===== src/rtl/data_memory_lsu.sv =====
// Byte-addressed, lane-aware data memory with a valid/ready request channel
// and a one-entry registered response (load extension, alignment checking).
module data_memory_lsu #(
  parameter int D = 6,
  parameter int W = 32,
  localparam int OFFS = $clog2(W / 8),
  localparam int AW = D + OFFS
) (
  input  logic          clk,
  input  logic          rst_n,
  input  logic          req_valid,
  output logic          req_ready,
  input  logic          req_write,
  input  logic [1:0]    req_size,
  input  logic          req_unsigned,
  input  logic [AW-1:0] req_addr,
  input  logic [W-1:0]  req_wdata,
  output logic          resp_valid,
  input  logic          resp_ready,
  output logic [W-1:0]  resp_rdata,
  output logic          resp_err
);

  localparam int NB = W / 8;
  localparam int LW = $clog2(W);

  localparam logic [0:0] EMPTY = 1'b0;
  localparam logic [0:0] FULL  = 1'b1;

  logic [W-1:0]    mem_q [2**D];
  logic [0:0]      state_q, state_d;
  logic [W-1:0]    rdata_q, rdata_d;
  logic            err_q, err_d;

  logic [D-1:0]    idx;
  logic [OFFS-1:0] lane;
  int unsigned     nbytes, lane_n;
  logic            err, accept, we, sign;
  logic [NB-1:0]   be;
  logic [LW-1:0]   sbit;
  logic [W-1:0]    wshift, rshift, keep, ld_ext;

  assign idx    = req_addr[AW-1:OFFS];
  assign lane   = req_addr[OFFS-1:0];
  assign accept = req_valid && req_ready;
  // rst_n gating keeps a presented store from landing while reset is held.
  assign we     = accept && req_write && !err && rst_n;

  assign req_ready  = (state_q == EMPTY) || resp_ready;
  assign resp_valid = (state_q == FULL);
  assign resp_rdata = rdata_q;
  assign resp_err   = err_q;

  always_comb begin
    nbytes = 32'd1 << req_size;
    lane_n = 32'(lane);
    err    = (nbytes > NB) || ((lane_n & (nbytes - 1)) != 0);
    be     = '0;
    for (int unsigned b = 0; b < NB; b++) begin
      be[b] = (b >= lane_n) && (b < lane_n + nbytes);
    end
    wshift = req_wdata << (8 * lane_n);
    rshift = mem_q[idx] >> (8 * lane_n);
    keep   = '1;
    sign   = 1'b0;
    sbit   = LW'(8 * nbytes - 1);
    // Full-width loads bypass extension; narrower ones mask then sign-fill.
    if (nbytes < NB) begin
      keep = {W{1'b1}} >> (W - 8 * nbytes);
      sign = !req_unsigned && rshift[sbit];
    end
    ld_ext = (rshift & keep) | (sign ? ~keep : '0);
  end

  always_comb begin
    state_d = state_q;
    rdata_d = rdata_q;
    err_d   = err_q;
    if (accept) begin
      state_d = FULL;
      err_d   = err;
      rdata_d = (req_write || err) ? '0 : ld_ext;
    end else if (resp_ready) begin
      state_d = EMPTY;
    end
  end

  always_ff @(posedge clk or negedge rst_n) begin
    if (!rst_n) begin
      state_q <= EMPTY;
      rdata_q <= '0;
      err_q   <= 1'b0;
    end else begin
      state_q <= state_d;
      rdata_q <= rdata_d;
      err_q   <= err_d;
    end
  end

  always_ff @(posedge clk) begin
    if (we) begin
      for (int unsigned b = 0; b < NB; b++) begin
        if (be[b]) mem_q[idx][8*b +: 8] <= wshift[8*b +: 8];
      end
    end
  end

endmodule


===== config.mk =====
export PLATFORM = sky130hd
export DESIGN_NAME = data_memory_lsu
export DESIGN_NICKNAME = d
export VERILOG_FILES = /design/src/rtl/data_memory_lsu.sv
export SDC_FILE = /design/constraint.sdc
export NUM_CORES = 2
export LEC_CHECK = 0
export ABC_AREA = 1
export CAP_MARGIN = 20
export CORE_UTILIZATION = 40
export CTS_CLUSTER_SIZE = 25
export DETAILED_ROUTE_END_ITERATION = 7
export SYNTH_ARGS = -nofsm -noshare
export SYNTH_HDL_FRONTEND = slang
export SYNTH_SLANG_ARGS = --single-unit

===== constraint.sdc =====
create_clock -name clk -period 2.4 [get_ports clk]
set_input_delay 0.48 -clock clk [delete_from_list [all_inputs] [get_ports clk]]
set_output_delay 0.48 -clock clk [all_outputs]
set_load 0.02 [all_outputs]

==> metrics.csv <==
metric,value,unit
startpoint_type,primary input,
rr_endpoint,resp_rdata[21],
internal_power,60.4,mW
peakVddDrop,1070,uV
slew_headroom,35.4,%
r2r_slack,-0.005,ns
power_leakage,37.6,nW
path_common_cell,nand2_1,
ys_seq_area_share,76.3,%
finalWorstSetupSlack,-0.00485,ns
synth_nets,6548,
die_h,454,um
antenna_found_initial,23,
violations,negative setup slack,
die-area,206000,sq um
synth_seq_cells,2082,
fin_crit_sh,100,%
cts_sinks,2082,
synth_ff_type,edfxtp_1,
fillCellCount,17100,
reg2regPathDepth,18,
fmax,416,MHz
place_inst,9871,
whs,0.110,ns
holdPathEnd,resp_rdata[30],
rsz0062_at_grt,true,
final_cells,10300,
synth_area,81700,sq um
synthArstFlopShare,1.63,%
gr-total-overflow,0,
required,3.21,ns
setup_viol,2,
ys.warnings.count,0,
hold_path_depth,4,
core.rowCount,165,
seq_power_share,51.1,%
cts-root-buf,clkbuf_16,
critPathMaxStageDelay,0.58,ns
synth.distinct_cells,40,
hold_viol,0,
r2r_start,mem_q[46][23],
routed-via-count,56800,
io_buffers,82,
area_growth,25.8,%
grt_start_max_net_pins,65,
multi_input_area,18300,sq um
synthMostInstantiatedCell,nand2_1,
wire_per_inst,27.3,um
netlist_instances,6496,
slew_violations,0,
worst_pin_slew,0.967,ns
start_util,40.3,%
fin_util,50.8,%
hold_path.class,in2reg,
htree_levels,4,
ctsLongestPathBuffers,3,
grt_pass1_vias,55000,
synth_area_leaders,"edfxtp_1 75%, nand2_1 9.7%, nor2_1 3.6%",
p_per_area,766,nW/um^2
drt-pass1-iter-count,6,
worstPathMaxFanout,9,
ant_nets,0,
detail_route.vias_per_cell,5.53,
path_cells,buf_6 > buf_4 > nand2_1 > nor2_4 > buf_4 > a22oi_1 > nand3_1 > nand2_1 > nand2_1 > nor2_1 > nand2_1 > buf_12 > nand2_1 > nand2_1 > nand3_1 > a21oi_1 > nand2_4 > nand2_1,
worst_skew_pair.late_latency,0.88,ns
cts_inserted_buffers,205,
clockPowerShare,41.2,%
hpwl,196000,um
grt_pass1_wl,397000,um
yosysTopAreaCell,edfxtp_1,
clk_pin_slew_worst_paths,0.06,ns
final_nets,7479,
p_sw,18.4,mW
track_usage,27.0,%
regArea,62300,sq um
synth_common_cells,"2101 x nand2_1, 2048 x edfxtp_1, 778 x nor2_1",
worstHoldStart,req_size[1],
wirelength,281000,um
period_needed,2.40,ns
tritoncts,built,
coreArea,203000,sq um
outcome,finished with violations,
drive_above_1_share,20.2,%
ios,83,
end_kind,flop,
drv_cap,0,
cp.arrival,3.22,ns
tns,-0.00640,ns
die-width,454,um
clock_skew,0.0600,ns
power_frac_comb,7.7,%
synth_top_area_share,75.3,%
crit_slowest_cell,nor2_4,
synth_edf_count,2048,
drc_errors,0,
drt-initial-drc-count,7471,
avgSynthCellArea,12.6,sq um
post-place-ws,-1.34,ns
gp_congestion,0.993,
path_class,in2reg,
switching_share,23.3,%
registers in the layout, indices dropped and copies added, names as in the netlist:
signal	flops
resp_rdata	32
resp_err	1
mem_q	2048
resp_valid	1
per-layer routing:
| layer | GRT usage (%) | vias to the layer above | part of all wire, % |
|---|---|---|---|
| li1 | - | 24900 | - |
| met1 | 36.1 | 28100 | 39 |
| met2 | 41.9 | 3143 | 45 |
| met3 | 5.45 | 674 | 10 |
| met4 | 13.8 | 22 | 5.7 |
| met5 | 0 | - | 0.042 |
final cells by class:
type	instances	area share (%)
Antenna cell	8	0.0195
Clock buffer	241	5.22
Clock inverter	143	1.40
Inverter	127	0.476
Multi-Input combinational cell	3940	17.8
Sequential cell	2082	60.6
Tap cell	2672	3.25
Timing Repair Buffer	1071	11.2
power groups by stage:
stage	combinational, mW	clock [mW]	sequential [mW]
3_3_place_gp	5.81	0	41.0
4_1_cts	5.91	32.7	40.2
2_1_floorplan	2.18	0	41.1
6_report	6.10	32.4	40.2
3_5_place_dp	5.83	0	41.0
5_1_grt	6.36	34.0	40.2
cells in the final DEF (no fill, tap or decap), drive strengths merged, types with 5 or more instances in the layout:
cell type	instances
clkinvlp	13
a21oi	136
o22a	25
dlygate4sd2	11
o211ai	42
o21ai	172
inv	134
clkbuf	244
clkinv	105
edfxtp	2048
bufinv	18
nor3	26
buf	987
a22oi	66
o221ai	13
o21a	5
nor2	785
nand4	100
dfrtp	34
diode	8
o22ai	306
or2	35
nand2	2109
clkdlybuf4s50	62
nand3b	9
nand3	82
o31ai	12
what timing repair did:
item	4_1_cts	5_1_grt
cloned	6	3
hold buffers	1	0
endpoints found under the hold margin	34	0
pin swaps	12	34
setup endpoints to repair	1502	1392
buffers inserted	2	9
gates resized for setup	131	100
per-stage QoR:
step	total power [mW]	cell area [sq um]
finish	78.8	103000
global route	80.6	103000
CTS	78.9	102000
detailed placement	46.8	94900
global placement	46.8	94900
floorplan	43.3	81800
worst max-delay path by stage:
stage / start / end / slack [ns] / cells after the start
after floorplan: req_addr[1] / mem_q[10][16] / -0.86 / 10
after CTS: req_size[0] / mem_q[60][8] / 0.0002 / 15
after global placement: req_addr[2] / resp_rdata[14] / -1.23 / 19
after global routing: mem_q[25][7] / resp_rdata[17] / -0.08 / 21
final: req_addr[4] / resp_rdata[14] / -0.005 / 18
after detailed placement: req_size[1] / mem_q[45][25] / -1.34 / 11
logic make-up after synthesis:
logic type,synth area share (%)
simple gates,15.2
flops,76.3
compound gates,5.88
buf+inv,2.59
fa+ha+maj,0.0704
critical path: cells and delay by family:
family,cells,cell delay (ns)
simple gates,12,1.64
buf+inv,4,0.75
compound gates,2,0.31
Note: power is estimated with default switching activity, not from simulation.
